File: src/rtl/sort_engine_if.sv
// sort_engine_if: handshake bundle between a data source/consumer and sort_engine.
// Carries the job start controls, the input word stream, the sorted output stream
// and the status flags.
interface sort_engine_if #(
    parameter int DATAWIDTH = 8,
    parameter int CNTWIDTH  = 9
);
    logic                 go;
    logic [CNTWIDTH-1:0]  n;
    logic                 descend;
    logic                 in_valid;
    logic                 in_ready;
    logic [DATAWIDTH-1:0] in_data;
    logic                 out_valid;
    logic                 out_ready;
    logic [DATAWIDTH-1:0] sorted_data;
    logic                 busy;
    logic                 done;

    // Source/consumer side
    modport master (
        output go, n, descend, in_valid, in_data, out_ready,
        input  in_ready, out_valid, sorted_data, busy, done
    );

    // Sorter side
    modport slave (
        input  go, n, descend, in_valid, in_data, out_ready,
        output in_ready, out_valid, sorted_data, busy, done
    );
endinterface

File: src/rtl/sort_engine.sv
// sort_engine: streaming odd-even transposition sorter.
// Loads up to DEPTH words, sorts them in place one phase per cycle, then streams
// them out ascending or descending (selected per job).
// Optional macro SORT_EARLY_EXIT_EN: leave SORT once an even and an odd phase in a
// row made no swap (the array is then already ordered).
module sort_engine #(
    parameter int DATAWIDTH = 8,
    parameter int DEPTH     = 32,
    parameter int CNTWIDTH  = 9
) (
    input  logic          i_clk,
    input  logic          i_rst,
    sort_engine_if.slave  bus
);
    localparam int IW = $clog2(DEPTH);

    localparam logic [1:0] S_IDLE = 2'd0;
    localparam logic [1:0] S_LOAD = 2'd1;
    localparam logic [1:0] S_SORT = 2'd2;
    localparam logic [1:0] S_OUT  = 2'd3;

    logic [1:0]           r_state;
    logic [CNTWIDTH-1:0]  r_n_eff;
    logic                 r_desc;
    logic [IW-1:0]        r_idx;     // load index in LOAD, output index in OUT
    logic [IW-1:0]        r_phase;
    logic                 r_done;
    logic [DATAWIDTH-1:0] r_mem [DEPTH];

    logic [DATAWIDTH-1:0] w_mem [DEPTH];
    logic [CNTWIDTH-1:0]  w_n_clip;
    logic                 w_idx_last;
    logic                 w_phase_last;
    logic                 w_sort_exit;

    assign w_n_clip     = (bus.n > CNTWIDTH'(DEPTH)) ? CNTWIDTH'(DEPTH) : bus.n;
    assign w_idx_last   = (CNTWIDTH'(r_idx) == r_n_eff - CNTWIDTH'(1));
    assign w_phase_last = (CNTWIDTH'(r_phase) == r_n_eff - CNTWIDTH'(1));

`ifdef SORT_EARLY_EXIT_EN
    logic w_any_swap;
    logic r_quiet;   // previous phase of this job made no swap
    assign w_sort_exit = w_phase_last || (r_quiet && !w_any_swap);
`else
    assign w_sort_exit = w_phase_last;
`endif

    // One compare-exchange phase: pairs start on even or odd indices by phase parity;
    // pairs reaching past n_eff are left untouched. Pairs are disjoint within a phase.
    always_comb begin
        w_mem = r_mem;
`ifdef SORT_EARLY_EXIT_EN
        w_any_swap = 1'b0;
`endif
        for (int i = 0; i < DEPTH - 1; i++) begin
            if (i[0] == r_phase[0] && CNTWIDTH'(i + 1) < r_n_eff) begin
                if (r_desc ? (r_mem[i] < r_mem[i+1]) : (r_mem[i] > r_mem[i+1])) begin
                    w_mem[i]   = r_mem[i+1];
                    w_mem[i+1] = r_mem[i];
`ifdef SORT_EARLY_EXIT_EN
                    w_any_swap = 1'b1;
`endif
                end
            end
        end
    end

    // Job FSM: IDLE -> LOAD -> SORT -> OUT -> IDLE, with storage and counters
    always_ff @(posedge i_clk) begin
        if (!i_rst) begin
            r_state <= S_IDLE;
            r_n_eff <= '0;
            r_desc  <= 1'b0;
            r_idx   <= '0;
            r_phase <= '0;
            r_done  <= 1'b0;
            for (int i = 0; i < DEPTH; i++) r_mem[i] <= '0;
`ifdef SORT_EARLY_EXIT_EN
            r_quiet <= 1'b0;
`endif
        end else begin
            r_done <= 1'b0;
            case (r_state)
                S_IDLE: begin
                    if (bus.go && bus.n != '0) begin
                        r_n_eff <= w_n_clip;
                        r_desc  <= bus.descend;
                        r_idx   <= '0;
                        r_state <= S_LOAD;
                    end
                end
                S_LOAD: begin
                    if (bus.in_valid) begin
                        r_mem[r_idx] <= bus.in_data;
                        if (w_idx_last) begin
                            r_idx   <= '0;
                            r_phase <= '0;
                            r_state <= S_SORT;
`ifdef SORT_EARLY_EXIT_EN
                            r_quiet <= 1'b0;
`endif
                        end else begin
                            r_idx <= r_idx + IW'(1);
                        end
                    end
                end
                S_SORT: begin
                    r_mem <= w_mem;
`ifdef SORT_EARLY_EXIT_EN
                    r_quiet <= !w_any_swap;
`endif
                    if (w_sort_exit) begin
                        r_phase <= '0;
                        r_state <= S_OUT;
                    end else begin
                        r_phase <= r_phase + IW'(1);
                    end
                end
                S_OUT: begin
                    if (bus.out_ready) begin
                        if (w_idx_last) begin
                            r_idx   <= '0;
                            r_done  <= 1'b1;
                            r_state <= S_IDLE;
                        end else begin
                            r_idx <= r_idx + IW'(1);
                        end
                    end
                end
                default: r_state <= S_IDLE;
            endcase
        end
    end

    assign bus.in_ready    = (r_state == S_LOAD);
    assign bus.out_valid   = (r_state == S_OUT);
    assign bus.busy        = (r_state != S_IDLE);
    assign bus.done        = r_done;
    assign bus.sorted_data = (r_state == S_OUT) ? r_mem[r_idx] : '0;
endmodule

File: src/flat_wrapper.sv
// flat-port wrapper written by rule: the top's interface ports become plain ports
module sort_engine_flat 
#(
    parameter int DATAWIDTH = 8,
    parameter int DEPTH     = 32,
    parameter int CNTWIDTH  = 9
)
  (i_clk, i_rst, bus_go, bus_n, bus_descend, bus_in_valid, bus_in_data, bus_out_ready, bus_in_ready, bus_out_valid, bus_sorted_data, bus_busy, bus_done);
  sort_engine_if #(.DATAWIDTH(DATAWIDTH), .CNTWIDTH(CNTWIDTH)) bus_i ();
  input  logic i_clk;
  input  logic i_rst;
  input wire logic [$bits(bus_i.go)-1:0] bus_go;
  input wire logic [$bits(bus_i.n)-1:0] bus_n;
  input wire logic [$bits(bus_i.descend)-1:0] bus_descend;
  input wire logic [$bits(bus_i.in_valid)-1:0] bus_in_valid;
  input wire logic [$bits(bus_i.in_data)-1:0] bus_in_data;
  input wire logic [$bits(bus_i.out_ready)-1:0] bus_out_ready;
  output wire logic [$bits(bus_i.in_ready)-1:0] bus_in_ready;
  output wire logic [$bits(bus_i.out_valid)-1:0] bus_out_valid;
  output wire logic [$bits(bus_i.sorted_data)-1:0] bus_sorted_data;
  output wire logic [$bits(bus_i.busy)-1:0] bus_busy;
  output wire logic [$bits(bus_i.done)-1:0] bus_done;
  assign bus_i.go = bus_go;
  assign bus_i.n = bus_n;
  assign bus_i.descend = bus_descend;
  assign bus_i.in_valid = bus_in_valid;
  assign bus_i.in_data = bus_in_data;
  assign bus_i.out_ready = bus_out_ready;
  assign bus_in_ready = bus_i.in_ready;
  assign bus_out_valid = bus_i.out_valid;
  assign bus_sorted_data = bus_i.sorted_data;
  assign bus_busy = bus_i.busy;
  assign bus_done = bus_i.done;
  sort_engine #(.DATAWIDTH(DATAWIDTH), .DEPTH(DEPTH), .CNTWIDTH(CNTWIDTH)) u_core (.i_clk(i_clk), .i_rst(i_rst), .bus(bus_i));
endmodule
File: config.mk
export PLATFORM = sky130hd
export DESIGN_NAME = sort_engine_flat
export DESIGN_NICKNAME = d
export VERILOG_FILES = /design/src/rtl/sort_engine_if.sv /design/src/rtl/sort_engine.sv /design/src/flat_wrapper.sv
export SDC_FILE = /design/constraint.sdc
export NUM_CORES = 1
export LEC_CHECK = 0
export ABC_AREA = 1
export BUFFER_PORTS_ARGS = -buffer_cell sky130_fd_sc_hd__buf_2
export CORE_ASPECT_RATIO = 1.1
export CORE_MARGIN = 1
export CORE_UTILIZATION = 40
export CTS_BUF_LIST = sky130_fd_sc_hd__clkbuf_8 sky130_fd_sc_hd__clkbuf_16
export DETAILED_ROUTE_END_ITERATION = 8
export SLEW_MARGIN = 25
export SYNTH_ARGS = -nofsm -noshare
export SYNTH_HDL_FRONTEND = slang
export SYNTH_SLANG_ARGS = --single-unit
File: constraint.sdc
create_clock -name i_clk -period 5.05 [get_ports i_clk]
set_input_delay 1.01 -clock i_clk [delete_from_list [all_inputs] [get_ports i_clk]]
set_output_delay 1.01 -clock i_clk [all_outputs]
set_load 0.05 [all_outputs]
Word-level counts from Yosys, hierarchy flattened
Cells that the tools add are included.
{"block": "totals", "elab_cells": 320, "inputBits": 23, "register_bits": 279}
{"block": "classes", "reduce_logical": 46, "muxes": 120, "bitwise_logic": 2, "add_sub_neg": 3, "order_cmp": 96, "n_eq_ne": 15}
{"cell": "16-bit two-way mux", "n": 62}
{"cell": "256-bit one-hot mux with 2 select lines", "n": 1}
{"cell": "256-bit bitwise mux", "n": 1}
{"cell": "256-bit two-way mux", "n": 1}
{"cell": "8-bit greater-than comparator", "n": 31}
{"cell": "8-bit less-than comparator", "n": 31}
{"cell": "5-bit by 9-bit less-than comparator with 1-bit output (first input constant)", "n": 16}
{"cell": "4-bit by 9-bit less-than comparator with 1-bit output (first input constant)", "n": 8}
{"cell": "8-bit binary-select mux with 5-bit select", "n": 1}
{"cell": "8-bit demux with 5-bit select", "n": 1}
{"cell": "3-bit by 9-bit less-than comparator with 1-bit output (first input constant)", "n": 4}
{"cell": "5-bit two-way mux", "n": 7}
{"cell": "1-bit logical AND", "n": 33}
{"cell": "1-bit two-way mux", "n": 32}
{"cell": "8-bit two-way mux", "n": 4}
{"cell": "5-bit by 9-bit equality test with 1-bit output", "n": 2}
{"cell": "2-bit by 9-bit less-than comparator with 1-bit output (first input constant)", "n": 2}
{"cell": "2-bit by 1-bit inequality test with 1-bit output (second input constant)", "n": 8}
{"cell": "5-bit one-hot mux with 3 select lines", "n": 1}
{"cell": "2-bit two-way mux", "n": 6}
{"cell": "4-bit AND reduction", "n": 3}
{"cell": "5-bit by 1-bit adder with 5-bit output (second input constant)", "n": 2}
{"cell": "5-bit one-hot mux with 2 select lines", "n": 1}
{"cell": "9-bit by 6-bit greater-than comparator with 1-bit output (second input constant)", "n": 1}
{"cell": "18 further kinds", "n": 23}

Logic depth before layout (Yosys ltp)
{"block": "logic_depth", "word_depth": 65, "ltp_mapped": 17, "depth_no_buf": 16}

Worst setup path before layout
OpenSTA, ideal clock, no wires.
{"block": "synth_path", "path_kind": "register to output", "start": "reg u_core.r_idx[0]", "end": "out bus_sorted_data[0]", "path_stages_with_launch": 10, "arrival_time_ns": 2.270, "path_slack_ns": 1.770, "cell_sequence": "dfxtp_1 > inv_1 > buf_2 > buf_1 > clkbuf_1 > a21oi_1 > o21ai_0 > nand2_1 > nand2_1 > a31oi_1"}
{"block": "synth_via", "elab_chain_len": 5}
{"element": "from (decl)", "line_no": "sort_engine.sv:25", "rtl": "logic [IW-1:0] r_idx;"}
{"element": "from (signal assigned)", "line_no": "sort_engine.sv:103", "rtl": "r_idx <= r_idx + IW'(1);"}
{"element": "from (signal assigned)", "line_no": "sort_engine.sv:126", "rtl": "r_idx <= r_idx + IW'(1);"}
{"element": "5-bit NOT with 6-bit output (implied by the code)", "line_no": "sort_engine.sv:139", "rtl": "assign bus.sorted_data = (r_state == S_OUT) ? r_mem[r_idx] : '0;"}
{"element": "8-bit binary-select mux with 5-bit select", "line_no": "sort_engine.sv:139"}
{"element": "8-bit two-way mux (implied by the code) (2 in series)", "line_no": "sort_engine.sv:139"}
{"element": "8-bit two-way mux", "line_no": "sort_engine.sv:139"}
{"element": "to (decl)", "line_no": "flat_wrapper.sv:20", "rtl": "output wire logic [$bits(bus_i.sorted_data)-1:0] bus_sorted_data;"}
Every way passes these cells. The select of a mux whose other input is x is not followed.

Worst setup path after layout
{"block": "layout_path", "start": "reg u_core.r_idx[0]", "end": "out bus_sorted_data[6]"}
Same word-level chain as after synthesis.

==> impl_metrics.env <==
export IMPL_status="completed"
export IMPL_die_h_um=287
export IMPL_yosys_area_top_type="dfxtp_1"
export IMPL_top_layer="met5"
export IMPL_hp_start="u_core.r_phase[4]"
export IMPL_tns_ns=0
export IMPL_cts_resized=0
export IMPL_numCtsBuffers=39
export IMPL_grt_pass1_wl_um=186000
export IMPL_yosysSeqAreaShare_pct=18.8
export IMPL_die_w_um=262
export IMPL_wl_per_cell_um=20.8
export IMPL_powerDensity_nw_per_um2=715
export IMPL_timing_rr_start="u_core.r_idx[0]"
export IMPL_ys_flop_type="dfxtp_1"
export IMPL_cts_tree="built"
export IMPL_synth_edf_count=0
export IMPL_synth_top_area_share_pct=18.8
export IMPL_post_route_drc_count=0
export IMPL_overflow=0
export IMPL_r2r_end="u_core.r_mem[164]"
export IMPL_grt_pass1_vias=30400
export IMPL_multiInputGateArea_um2=20400
export IMPL_drt_pass1_iter_count=9
export IMPL_relSlewSlack_pct=28.2
export IMPL_combinationalPowerShare_pct=69.6
export IMPL_pin_count=35
export IMPL_dieArea_um2=75200
export IMPL_ctsHoldBuffers=0
export IMPL_slew_viol_final=0
export IMPL_yosysWarnings=0
export IMPL_synth_async_sr_flop_share_pct=0
export IMPL_root_buffer="clkbuf_16"
export IMPL_cts_sinks=279
export IMPL_timing_final_crit_share_pct=87.8
export IMPL_cts_buffer_depth=3
export IMPL_synth_area_um2=29600
export IMPL_fin_crit_ns=4.43
export IMPL_clock_latency_ns=0.58
export IMPL_path_class="register to output port"
export IMPL_avgViaCountPerCell=5.82
export IMPL_r2r_cells=6
export IMPL_p_leak_nw=14.6
export IMPL_start_kind="register"
export IMPL_coreArea_um2=73300
export IMPL_max_cap_violations=0
export IMPL_hold_class="register to register"
export IMPL_synth_avg_cell_area_um2=5.87
export IMPL_ys_seq_elements=279
export IMPL_power_frac_seq_pct=17.0
export IMPL_syn_num_nets=5331
export IMPL_wl_met1_um=51700
export IMPL_grt_usage_pct=31.8
export IMPL_final_nets=5166
export IMPL_wl_met3_um=11200
export IMPL_finalSetupViolations=0
export IMPL_r2r_slack_ns=1.43
export IMPL_finClkSkew_ns=0.0213
export IMPL_tightestPinTransition_ns=1.08
export IMPL_end_kind="output port"
export IMPL_drt_iter0_markers=3667
export IMPL_wl_um=122000
export IMPL_cp_required_ns=4.04
export IMPL_switching_share_pct=62.3
export IMPL_design_area_um2=31400
export IMPL_portBuffers=34
export IMPL_cp_endpoint="bus_sorted_data[6]"
export IMPL_max_freq_mhz=226
export IMPL_synthCells=5048
export IMPL_yosys_cell_types_count=46
export IMPL_dp_hpwl_um=87200
export IMPL_start_util_pct=40.4
export IMPL_grt_max_degree=164
export IMPL_ys_top_cells_by_area="dfxtp_1 19%, nand2_1 16%, ha_1 11%"
export IMPL_p_int_mw=8.46
export IMPL_layout_drive_gt1_share_pct=5.03
export IMPL_rows=104
export IMPL_power_frac_clock_pct=13.4
export IMPL_htree_levels=2
export IMPL_ant_nets=0
export IMPL_worst_ir_drop_vdd_mv=0.469
export IMPL_synth_commonest_cells="1251 x nand2_1, 632 x inv_1, 513 x a21oi_1"
export IMPL_area_growth_pct=6.03
export IMPL_seq_area_um2=5590
export IMPL_wl_met2_um=52700
export IMPL_crit_fanout=78
export IMPL_clk_pin_slew_ns=0.06
export IMPL_antenna_cells=0
export IMPL_gp_congestion=0.984
export IMPL_critPathLaunch="u_core.r_idx[0]"
export IMPL_post_cts_buffers=0
export IMPL_synth_most_common_cell="nand2_1"
export IMPL_n_fill_cell=7970
export IMPL_grt_antenna_before_repair=2
export IMPL_arrival_ns=3.42
export IMPL_vias=34100
export IMPL_rsz0062_at_grt="false"
export IMPL_p_sw_mw=14.0
export IMPL_placed_area_um2=30100
export IMPL_hold_viol=0
==> metrics by stage <==
stage | hold WS, ns | cells | utilization, % | total power, mW | setup WS (ns)
detailed placement | 0.507 | 5796 | 41.0 | 19.1 | 1.32
floorplan | 0.475 | 5048 | - | 15.3 | 1.77
global placement | 0.502 | 5796 | 41.0 | 18.9 | 1.35
CTS | 0.519 | 5865 | 42.9 | 22.1 | 0.694
finish | 0.519 | 5865 | 42.9 | 22.5 | 0.616
global route | 0.550 | 5865 | 42.9 | 24.4 | 0.423
==> final cells by class <==
| type | count | share of cell area [%] |
|---|---|---|
| Clock buffer | 51 | 3.70 |
| Sequential cell | 279 | 17.8 |
| Multi-Input combinational cell | 3838 | 64.8 |
| Clock inverter | 18 | 0.601 |
| Tap cell | 954 | 3.80 |
| Inverter | 662 | 7.96 |
| Timing Repair Buffer | 63 | 1.33 |
==> cells by family after synthesis <==
kind of cell / share of synthesized area, %
XOR/XNOR: 0.177
AO/OA/AOI/OAI: 18.1
AND/OR/NAND/NOR: 39.4
buffers and inverters: 12.5
flip-flops: 18.8
adder cells (fa/ha/maj): 11.0
==> critical path, stage by stage, from the launching register on <==
cell and delay [ns]:
dfxtp_4 0.70, buf_4 0.66, o21ai_0 0.17, a21oi_1 0.18, o21ai_0 0.13, a21oi_1 0.22
nor2_1 0.06, nor2_1 0.36, buf_2 0.35
==> power groups by stage <==
stage	clock network (mW)	registers, mW	logic (mW)
floorplan	0	3.23	12.0
global placement	0	3.82	15.1
detailed placement	0	3.80	15.3
CTS	3.04	3.76	15.3
global route	3.12	3.84	17.4
finish	3.00	3.82	15.6
==> flip-flops by register name (all words and copies together), names as in the netlist <==
register / cells
u_core.r_phase: 5
u_core.r_n_eff: 9
u_core.r_mem: 256
u_core.r_desc: 1
u_core.bus.done: 1
u_core.r_state: 2
u_core.r_idx: 5
==> layer usage <==
metal | GRT usage, % | vias to the layer above
li1 | - | 16600
met1 | 42.9 | 15600
met2 | 48.5 | 1550
met3 | 5.80 | 306
met4 | 15.0 | 2
met5 | 0 | -
==> placed cells by master (no fill, tap or decap), drive strengths merged, types with 10 or more instances in the layout <==
| cell type | instances |
|---|---|
| o21a | 26 |
| a21oi | 532 |
| dfxtp | 279 |
| nand4 | 411 |
| clkinv | 18 |
| clkbuf | 51 |
| nand3 | 421 |
| inv | 656 |
| ha | 260 |
| o22ai | 16 |
| nor2 | 424 |
| nand2 | 1269 |
| a31oi | 10 |
| o21ai | 414 |
| nor3 | 26 |
| buf | 63 |
==> worst min-delay path by stage <==
stage,slack (ns),end,depth (start not counted)
finish,0.52,u_core.r_phase[4],2
global route,0.55,u_core.r_n_eff[7],2
CTS,0.52,u_core.r_n_eff[7],2
detailed placement,0.51,u_core.r_n_eff[7],2
global placement,0.50,u_core.r_phase[4],2
floorplan,0.48,u_core.r_n_eff[7],2
Power figures use the tool's default switching activity.
